--- src/rtl/rtc_pkg.sv ---
// Shared BCD types, limits and validation used by the timekeeper and calendar set paths.
package rtc_pkg;

    typedef logic [7:0] bcd_t;

    localparam bcd_t BCD_59 = 8'h59;
    localparam bcd_t BCD_23 = 8'h23;

    // Both nibbles must be decimal digits and the whole byte must not exceed max.
    function automatic logic bcd_valid(input bcd_t b, input bcd_t max);
        return (b[3:0] <= 4'd9) && (b[7:4] <= 4'd9) && (b <= max);
    endfunction

endpackage

--- src/rtl/bcd_mod_counter.sv ---
// Two-digit packed-BCD counter that rolls from MAX_BCD to 00; wrap flags the rolling increment.
module bcd_mod_counter
    import rtc_pkg::*;
#(
    parameter bcd_t MAX_BCD = BCD_59
) (
    input  logic       clk,
    input  logic       rst_n,
    input  logic       inc,
    input  logic       load,
    input  bcd_t       load_val,
    output bcd_t       value,
    output logic       wrap
);

    bcd_t r_value;

    assign value = r_value;
    assign wrap  = inc && (r_value == MAX_BCD);

    always_ff @(posedge clk or negedge rst_n) begin
        if (!rst_n) begin
            r_value <= 8'h00;
        end else if (load) begin
            r_value <= load_val;
        end else if (inc) begin
            if (r_value == MAX_BCD) begin
                r_value <= 8'h00;
            end else if (r_value[3:0] == 4'd9) begin
                r_value <= {r_value[7:4] + 4'd1, 4'd0};
            end else begin
                r_value <= {r_value[7:4], r_value[3:0] + 4'd1};
            end
        end
    end

endmodule

--- src/rtl/rtc_timekeeper.sv ---
// 1 Hz prescaler driving a chained BCD hh:mm:ss clock with a validated load port.
module rtc_timekeeper
    import rtc_pkg::*;
#(
    parameter int CLK_HZ     = 50_000_000,
    parameter int PRESCALE_W = 26
) (
    input  logic        d_clk,
    input  logic        rst_n,
    input  logic        run_en,
    input  logic        set_time,
    input  logic [7:0]  set_hour,
    input  logic [7:0]  set_min,
    input  logic [7:0]  set_sec,
    output logic [7:0]  real_sec,
    output logic [7:0]  real_min,
    output logic [7:0]  real_hour,
    output logic [23:0] full_time,
    output logic        sec_tick,
    output logic        day_tick,
    output logic        set_err
);

    localparam logic [PRESCALE_W-1:0] LP_LAST = PRESCALE_W'(CLK_HZ - 1);

    logic [PRESCALE_W-1:0] r_presc;
    logic                  r_sec_tick;
    logic                  r_day_tick;
    logic                  r_set_err;

    logic w_set_ok;
    logic w_load;
    logic w_presc_wrap;
    logic w_sec_inc;
    logic w_sec_wrap;
    logic w_min_wrap;
    logic w_hour_wrap;

    assign w_set_ok     = bcd_valid(set_hour, BCD_23) && bcd_valid(set_min, BCD_59)
                          && bcd_valid(set_sec, BCD_59);
    assign w_load       = set_time && w_set_ok;
    assign w_presc_wrap = run_en && (r_presc == LP_LAST);
    // A valid load on the wrap edge discards that second's increment.
    assign w_sec_inc    = w_presc_wrap && !w_load;

    always_ff @(posedge d_clk or negedge rst_n) begin
        if (!rst_n) begin
            r_presc    <= '0;
            r_sec_tick <= 1'b0;
            r_day_tick <= 1'b0;
            r_set_err  <= 1'b0;
        end else begin
            if (w_load || w_presc_wrap) begin
                r_presc <= '0;
            end else if (run_en) begin
                r_presc <= r_presc + 1'b1;
            end
            r_sec_tick <= w_sec_inc;
            r_day_tick <= w_hour_wrap;
            r_set_err  <= set_time && !w_set_ok;
        end
    end

    bcd_mod_counter #(.MAX_BCD(BCD_59)) u_sec (
        .clk      (d_clk),
        .rst_n    (rst_n),
        .inc      (w_sec_inc),
        .load     (w_load),
        .load_val (set_sec),
        .value    (real_sec),
        .wrap     (w_sec_wrap)
    );

    bcd_mod_counter #(.MAX_BCD(BCD_59)) u_min (
        .clk      (d_clk),
        .rst_n    (rst_n),
        .inc      (w_sec_wrap),
        .load     (w_load),
        .load_val (set_min),
        .value    (real_min),
        .wrap     (w_min_wrap)
    );

    bcd_mod_counter #(.MAX_BCD(BCD_23)) u_hour (
        .clk      (d_clk),
        .rst_n    (rst_n),
        .inc      (w_min_wrap),
        .load     (w_load),
        .load_val (set_hour),
        .value    (real_hour),
        .wrap     (w_hour_wrap)
    );

    assign full_time = {real_hour, real_min, real_sec};
    assign sec_tick  = r_sec_tick;
    assign day_tick  = r_day_tick;
    assign set_err   = r_set_err;

endmodule

--- config.mk ---
export PLATFORM = sky130hd
export DESIGN_NAME = rtc_timekeeper
export DESIGN_NICKNAME = d
export VERILOG_FILES = /design/src/rtl/rtc_pkg.sv /design/src/rtl/bcd_mod_counter.sv /design/src/rtl/rtc_timekeeper.sv
export SDC_FILE = /design/constraint.sdc
export NUM_CORES = 1
export LEC_CHECK = 0
export ABC_AREA = 1
export CAP_MARGIN = 20
export CORE_MARGIN = 3
export CORE_UTILIZATION = 56
export DETAILED_ROUTE_END_ITERATION = 10
export MAX_ROUTING_LAYER = met4
export PLACE_DENSITY_LB_ADDON = 0.08
export RECOVER_POWER = 100
export SYNTH_ARGS = -nofsm -noshare
export SYNTH_HDL_FRONTEND = slang
export SYNTH_SLANG_ARGS = --single-unit
--- constraint.sdc ---
create_clock -name d_clk -period 4.3 [get_ports d_clk]
set_input_delay 0.43 -clock d_clk [delete_from_list [all_inputs] [get_ports d_clk]]
set_output_delay 0.43 -clock d_clk [all_outputs]
set_load 0.005 [all_outputs]
## After elaboration in Yosys (flattened, before gate mapping)

Cells that the tools add are included.

- Output and inout bits: 51
- Register bits after elaboration: 53

- Multiplexer cells: 14
- Eq/ne operators: 7
- Add/subtract/negate cells: 7
- Magnitude comparators: 9
- Reductions and logical operators: 28

Operator list:

| kind | number |
|---|---|
| $mux 8 | 12 |
| $mux 26 | 2 |
| $add 26x1->26 const B | 1 |
| $eq 26x26->1 const B | 1 |
| $add 4x1->4 const B | 6 |
| $le 4x4->1 const B | 6 |
| $eq 8x7->1 const B | 2 |
| $le 8x7->1 const B | 2 |
| $logic_and 1x1->1 | 15 |
| $eq 4x4->1 const B | 3 |
| $reduce_bool 3->1 | 3 |
| $eq 8x6->1 const B | 1 |
| $le 8x6->1 const B | 1 |
| $reduce_bool 2->1 | 4 |
| $reduce_and 2->1 | 3 |
| $logic_not 1->1 | 2 |
| $logic_or 1x1->1 | 1 |

## Logic depth before layout (Yosys ltp)

- Depth after elaboration: 12
- Mapped depth: 12
- Mapped depth without buffers: 12

## Modules after synthesis

Synthesis repeated with hierarchy kept, for this count alone.

- Cell total of the unflattened synthesis: 541
- Area total of the unflattened synthesis: 3,890.0 µm²

Modules (own cells, without submodules):

| module | area an instance (µm²) | sequential area each (µm²) | cells each | times used |
|---|---|---|---|---|
| rtc_timekeeper | 2,113.3 | 725.7 | 314 | 1 |
| bcd_mod_counter at u_min ... | 600.6 | 200.2 | 76 | 2 |
| bcd_mod_counter at u_hour | 575.6 | 200.2 | 75 | 1 |

## Worst setup path before layout

Ideal clock, no wire load.

- Path type: register -> register
- From: register u_sec.r_value[1] (netlist: u_sec.value[1])
- To: register u_min.r_value[4] (netlist: u_min.value[4])
- Slack: 2.538 ns
- Clock period less this slack: 1.762 ns
- Buffers on the path: 0
- Arrival: 1.644 ns
- Stages on the path, launching flop included: 12
- Cell sequence: dfrtp_1 > inv_1 > ha_1 > nand2_1 > nor2_1 > inv_1 > nor2_1 > inv_1 > o21ai_4 > nand2_4 > nand2_1 > o21ai_2

- Longest elaborated chain between the ends: 4

RTL lines:

| item | line | source |
|---|---|---|
| start, declared | bcd_mod_counter.sv:16 | `bcd_t r_value;` |
| start signal, assigned | bcd_mod_counter.sv:25 | `r_value <= load_val;` |
| start signal, assigned | bcd_mod_counter.sv:30 | `r_value <= {r_value[7:4] + 4'd1, 4'd0};` |
| start signal, assigned | bcd_mod_counter.sv:32 | `r_value <= {r_value[7:4], r_value[3:0] + 4'd1};` |
| $eq 8x7->1 | bcd_mod_counter.sv:19 | `assign wrap = inc && (r_value == MAX_BCD);` |
| $logic_and 1x1->1 | bcd_mod_counter.sv:19 |  |
| $reduce_bool 2->1 (no line) | -- |  |
| $reduce_and 2->1 (no line) | -- |  |
| end signal, assigned | bcd_mod_counter.sv:25 |  |
| end signal, assigned | bcd_mod_counter.sv:30 |  |
| end signal, assigned | bcd_mod_counter.sv:32 |  |
| end, declared | bcd_mod_counter.sv:16 |  |

No other way between the ends.
A chain may end at the register's enable or synchronous reset.

## Worst setup path in the final report

- From: input port run_en
- To: register r_presc[8]

- Longest elaborated chain between the ends: 3
- Elaborated cells between the ends (all ways): 4

RTL lines:

| item | line | source |
|---|---|---|
| start, declared | rtc_timekeeper.sv:10 | `input logic run_en,` |
| $logic_and 1x1->1 | rtc_timekeeper.sv:42 | `assign w_presc_wrap = run_en && (r_presc == LP_LAST);` |
| $logic_or 1x1->1 | rtc_timekeeper.sv:53 | `if (w_load \|\| w_presc_wrap) begin` |
| $mux 26 / $reduce_bool 2->1 (equally long branches) | -- |  |
| end signal, assigned | rtc_timekeeper.sv:56 | `r_presc <= r_presc + 1'b1;` |
| end, declared | rtc_timekeeper.sv:26 | `logic [PRESCALE_W-1:0] r_presc;` |

Parallel ways exist; a longest one is shown, timed or not.

==> impl_results.html <==
<table>
<tr><th>Metric</th><th>Value</th></tr>
<tr><th colspan="2">GRT</th></tr>
<tr><td>Wire length of the first global-routing pass</td><td>16100 um</td></tr>
<tr><td>Antenna violations before repair</td><td>0</td></tr>
<tr><td>Largest net degree at the start of global routing</td><td>54</td></tr>
<tr><td>Overflow left after global routing</td><td>0</td></tr>
<tr><td>Total Routing Usage GR</td><td>27.0%</td></tr>
<tr><td>Vias in the first global route</td><td>3417</td></tr>
<tr><th colspan="2">Die</th></tr>
<tr><td>Overall die area</td><td>7690 um^2</td></tr>
<tr><td>Core area</td><td>6420 um^2</td></tr>
<tr><td>Overall die height</td><td>87.7 um</td></tr>
<tr><td>Number of rows created at floorplan</td><td>29</td></tr>
<tr><td>Effective utilization at floorplan</td><td>58.2%</td></tr>
<tr><td>Horizontal extent of the die</td><td>87.7 um</td></tr>
<tr><td>I/O pins</td><td>79</td></tr>
<tr><th colspan="2">STA</th></tr>
<tr><td>Portion of the clock cycle consumed by the worst path in the final layout</td><td>75.4%</td></tr>
<tr><td>Slack of the critical path</td><td>1.06 ns</td></tr>
<tr><td>Fin crit period</td><td>3.24 ns</td></tr>
<tr><td>Transition time at the pin with the least slew margin</td><td>2.90 ns</td></tr>
<tr><td>Final-layout setup total negative slack</td><td>0 ns</td></tr>
<tr><td>Clock skew after layout</td><td>0.0116 ns</td></tr>
<tr><td>Setup repair after global routing missed its margin</td><td>no</td></tr>
<tr><td>Highest Clock Rate</td><td>0.309 GHz</td></tr>
<tr><td>Total count of max-transition violations in the final report</td><td>54</td></tr>
<tr><td>Final Hold Violating Endpoints</td><td>0</td></tr>
<tr><td>Endpoints failing setup</td><td>0</td></tr>
<tr><td>Rel. slew slack</td><td>-93.1%</td></tr>
<tr><th colspan="2">Layout</th></tr>
<tr><td>P&amp;R area growth vs syn</td><td>18.7%</td></tr>
<tr><td>Final instance area</td><td>4440 um^2</td></tr>
<tr><td>Nets</td><td>599</td></tr>
<tr><td>Non-filler instance count after layout</td><td>636</td></tr>
<tr><td>Layout cell share with drive strength beyond 1</td><td>4.29%</td></tr>
<tr><td>Inserted Diodes</td><td>0</td></tr>
<tr><th colspan="2">Min path</th></tr>
<tr><td>Cells on Worst Hold Path</td><td>2</td></tr>
<tr><td>Kind of path behind the tightest hold check</td><td>reg2reg</td></tr>
<tr><th colspan="2">Setup path</th></tr>
<tr><td>Cell count of the worst reg-to-reg path</td><td>10</td></tr>
<tr><td>Kind of end point of the critical path</td><td>register</td></tr>
<tr><td>Element type at the critical path start</td><td>primary input</td></tr>
<tr><td>Crit path arrival time</td><td>3.42 ns</td></tr>
<tr><td>Type of the worst setup path</td><td>in2reg</td></tr>
<tr><td>Worst-path maximum fanout</td><td>24</td></tr>
<tr><td>WP data required</td><td>4.48 ns</td></tr>
<tr><th colspan="2">Synth</th></tr>
<tr><td>Synth Net Count</td><td>548</td></tr>
<tr><td>Post-Synthesis Cells</td><td>507</td></tr>
<tr><td>Fraction of synthesized cell area taken by the top area cell type</td><td>35.5%</td></tr>
<tr><td>Top post-synthesis cells by area</td><td>sky130_fd_sc_hd__dfrtp_1 (35%), sky130_fd_sc_hd__nand2_1 (14%), sky130_fd_sc_hd__nand3_1 (6.7%)</td></tr>
<tr><td>Number of warnings reported in the yosys synthesis log</td><td>0</td></tr>
<tr><td>Average footprint of a synthesized cell</td><td>7.37 um^2</td></tr>
<tr><td>Fraction of registers with async set/reset</td><td>100%</td></tr>
<tr><td>Most used flip-flop cell after synthesis</td><td>sky130_fd_sc_hd__dfrtp_1</td></tr>
<tr><td>Portion of the post-synthesis area used by sequential elements</td><td>35.5%</td></tr>
<tr><td>Number of enable flip-flop cells after synthesis</td><td>0</td></tr>
<tr><td>Number of synthesized register bits</td><td>53</td></tr>
<tr><td>Synth cell types</td><td>37</td></tr>
<tr><td>Yosys top cell by area</td><td>sky130_fd_sc_hd__dfrtp_1</td></tr>
<tr><td>Combined area of all synthesized cells</td><td>3740 um^2</td></tr>
<tr><th colspan="2">Clocking</th></tr>
<tr><td>Setup Fix Bufs, Post-CTS</td><td>0</td></tr>
<tr><td>Count of hold-fix buffers inserted at cts</td><td>0</td></tr>
<tr><td>CTS root buf</td><td>sky130_fd_sc_hd__clkbuf_8</td></tr>
<tr><td>CTS Buf Count</td><td>5</td></tr>
<tr><td>Count of clock tree sinks</td><td>53</td></tr>
<tr><td>Clock tree from TritonCTS</td><td>yes</td></tr>
<tr><td>Worst-case clock buffer depth</td><td>2</td></tr>
<tr><td>Clock latency on the worst-skew pair</td><td>0.31 ns</td></tr>
<tr><td>Clock Pin Slew Worst Setup and Hold Paths</td><td>0.10 ns</td></tr>
<tr><td>Post-CTS Resized</td><td>0</td></tr>
<tr><td>Number of H-tree branching levels</td><td>2</td></tr>
<tr><th colspan="2">Drt</th></tr>
<tr><td>Via count</td><td>3475</td></tr>
<tr><td>Vias/cell</td><td>5.46</td></tr>
<tr><td>Avg WL per Cell</td><td>14.9 um</td></tr>
<tr><td>Length of the first detailed-routing pass in iterations</td><td>5</td></tr>
<tr><td>Total Routed Length</td><td>9470 um</td></tr>
<tr><td>Drt first-iter violations</td><td>278</td></tr>
<tr><td>Count of antenna-violating nets left after detailed routing</td><td>0</td></tr>
<tr><td>DRC violations left</td><td>0</td></tr>
<tr><th colspan="2">Place</th></tr>
<tr><td>Number of port buffers</td><td>78</td></tr>
<tr><td>Number of placed instances, taps included</td><td>628</td></tr>
<tr><td>Placed cell area</td><td>4370 um^2</td></tr>
<tr><td>Estimated wirelength of the detail-placed design</td><td>7140 um</td></tr>
<tr><td>Weighted congestion reported at the end of routability-driven placement</td><td>1.00</td></tr>
<tr><td>Minimum setup slack after placement</td><td>1.46 ns</td></tr>
<tr><th colspan="2">Status</th></tr>
<tr><td>Result of the run</td><td>complete, but fails checks</td></tr>
<tr><td>Violated checks</td><td>max-capacitance violations, max-slew violations</td></tr>
<tr><th colspan="2">Power</th></tr>
<tr><td>Tot Pwr</td><td>1.28 mW</td></tr>
<tr><td>Maximum resistive drop on vdd</td><td>0.000159 V</td></tr>
<tr><td>Static Leak</td><td>2.14 nW</td></tr>
<tr><td>PD cells</td><td>288 nW/um^2</td></tr>
<tr><th colspan="2">Flow run</th></tr>
<tr><td>Number of maximum-capacitance violations</td><td>1</td></tr>
</table>
-- worst max-delay path: stages --
cell and delay, ns:
sky130_fd_sc_hd__dlygate4sd3_1 0.98, sky130_fd_sc_hd__nand4_1 0.16, sky130_fd_sc_hd__nor2_1 0.11, sky130_fd_sc_hd__nand2_1 0.05, sky130_fd_sc_hd__nor2_1 0.16, sky130_fd_sc_hd__inv_2 0.06
sky130_fd_sc_hd__nand2_1 0.61, sky130_fd_sc_hd__inv_2 0.36, sky130_fd_sc_hd__nand2_1 0.34, sky130_fd_sc_hd__o21ai_0 0.14
-- through the flow --
step / hold WS [ns] / util [%]
finish: 0.541 / 69.1
global route: 0.567 / 69.1
floorplan: 0.134 / -
CTS: 0.267 / 70.1
detailed placement: 0.524 / 68.0
global placement: 0.522 / 68.0
-- where the power goes --
group | leakage (nW) | switching, mW | internal (mW)
logic | 1.37 | 0.119 | 0.111
clock network | 0.0681 | 0.171 | 0.231
registers | 0.699 | 0.0904 | 0.554
-- flip-flops by register name, indices dropped and copies added, names as in the netlist --
register,flops
day_tick,1
r_presc,26
sec_tick,1
set_err,1
u_hour.value,8
u_min.value,8
u_sec.value,8
-- path summary, 6_finish.rpt --
kind	startpoint	endpoint	slack (ns)
max in group asynchronous	rst_n	u_min.value[6]$_DFFE_PN0P_	1.52
worst min register to register	u_min.value[7]$_DFFE_PN0P_	u_min.value[7]$_DFFE_PN0P_	0.54
min in group asynchronous	rst_n	r_presc[4]$_DFFE_PN0P_	1.14
worst max register to register	r_presc[0]$_DFFE_PN0P_	r_presc[8]$_DFFE_PN0P_	1.28
worst min-delay path	u_min.value[7]$_DFFE_PN0P_	u_min.value[7]$_DFFE_PN0P_	0.54
worst max-delay path	run_en	r_presc[8]$_DFFE_PN0P_	1.06
-- logic make-up (layout without fill, tap and decap cells) --
| kind of cell | count (synthesis) | count (layout) | synth area share (%) |
|---|---|---|---|
| buffers and inverters | 80 | 132 | 11.1 |
| AND/OR/NAND/NOR | 284 | 284 | 35.2 |
| AO/OA/AOI/OAI | 54 | 54 | 8.47 |
| flip-flops | 53 | 53 | 35.5 |
| XOR/XNOR | 23 | 23 | 5.39 |
| adder cells (fa/ha/maj) | 13 | 13 | 4.35 |
-- final cells by class --
| cell class | instances | area, um^2 |
|---|---|---|
| fillers | 561 | 1990 |
| clock inverters | 3 | 65.1 |
| well taps | 77 | 96.3 |
| multi-input cells | 374 | 1930 |
| repair buffers | 79 | 779 |
| flip-flops and latches | 53 | 1330 |
| clock buffers | 5 | 68.8 |
| inverters | 45 | 169 |
-- synthesized netlist by cell type (2+ instances only) --
master	instances
sky130_fd_sc_hd__o21ai_2	4
sky130_fd_sc_hd__xor2_1	13
sky130_fd_sc_hd__nand2_1	135
sky130_fd_sc_hd__buf_2	6
sky130_fd_sc_hd__buf_4	25
sky130_fd_sc_hd__buf_1	2
sky130_fd_sc_hd__nand2_2	4
sky130_fd_sc_hd__buf_6	2
sky130_fd_sc_hd__o31ai_1	5
sky130_fd_sc_hd__nor3_1	9
sky130_fd_sc_hd__nor2_1	51
sky130_fd_sc_hd__o21ai_1	11
sky130_fd_sc_hd__or2_2	5
sky130_fd_sc_hd__nand2_4	2
sky130_fd_sc_hd__nand3_4	2
sky130_fd_sc_hd__inv_2	3
sky130_fd_sc_hd__inv_1	42
sky130_fd_sc_hd__nand3_1	50
sky130_fd_sc_hd__o21ai_0	26
sky130_fd_sc_hd__ha_1	13
sky130_fd_sc_hd__dfrtp_1	53
sky130_fd_sc_hd__nand4_1	17
sky130_fd_sc_hd__a21oi_1	4
sky130_fd_sc_hd__xnor2_1	10
-- per-layer routing --
layer / vias up / GRT usage (%) / part of all wire (%)
met3: 20 / 4.80 / 8.0
met5: - / - / 0
met4: 0 / 7.95 / 1.7
li1: 1719 / - / -
met1: 1585 / 38.8 / 46
met2: 151 / 38.7 / 45
-- layout by cell type (no fill, tap or decap), types with 3 or more instances in the layout --
master / instances
sky130_fd_sc_hd__o21ai_2: 3
sky130_fd_sc_hd__nand2_1: 140
sky130_fd_sc_hd__ha_1: 13
sky130_fd_sc_hd__inv_1: 43
sky130_fd_sc_hd__clkbuf_8: 5
sky130_fd_sc_hd__or2_2: 5
sky130_fd_sc_hd__clkdlybuf4s50_1: 25
sky130_fd_sc_hd__nor3_1: 9
sky130_fd_sc_hd__dlygate4sd3_1: 52
sky130_fd_sc_hd__o31ai_1: 5
sky130_fd_sc_hd__nand3_1: 50
sky130_fd_sc_hd__o21ai_1: 4
sky130_fd_sc_hd__o21ai_0: 35
sky130_fd_sc_hd__a21oi_1: 4
sky130_fd_sc_hd__dfrtp_1: 53
sky130_fd_sc_hd__nor2_1: 53
sky130_fd_sc_hd__nand4_1: 18
sky130_fd_sc_hd__xor2_1: 13
sky130_fd_sc_hd__xnor2_1: 10
Power figures use the tool's default switching activity.
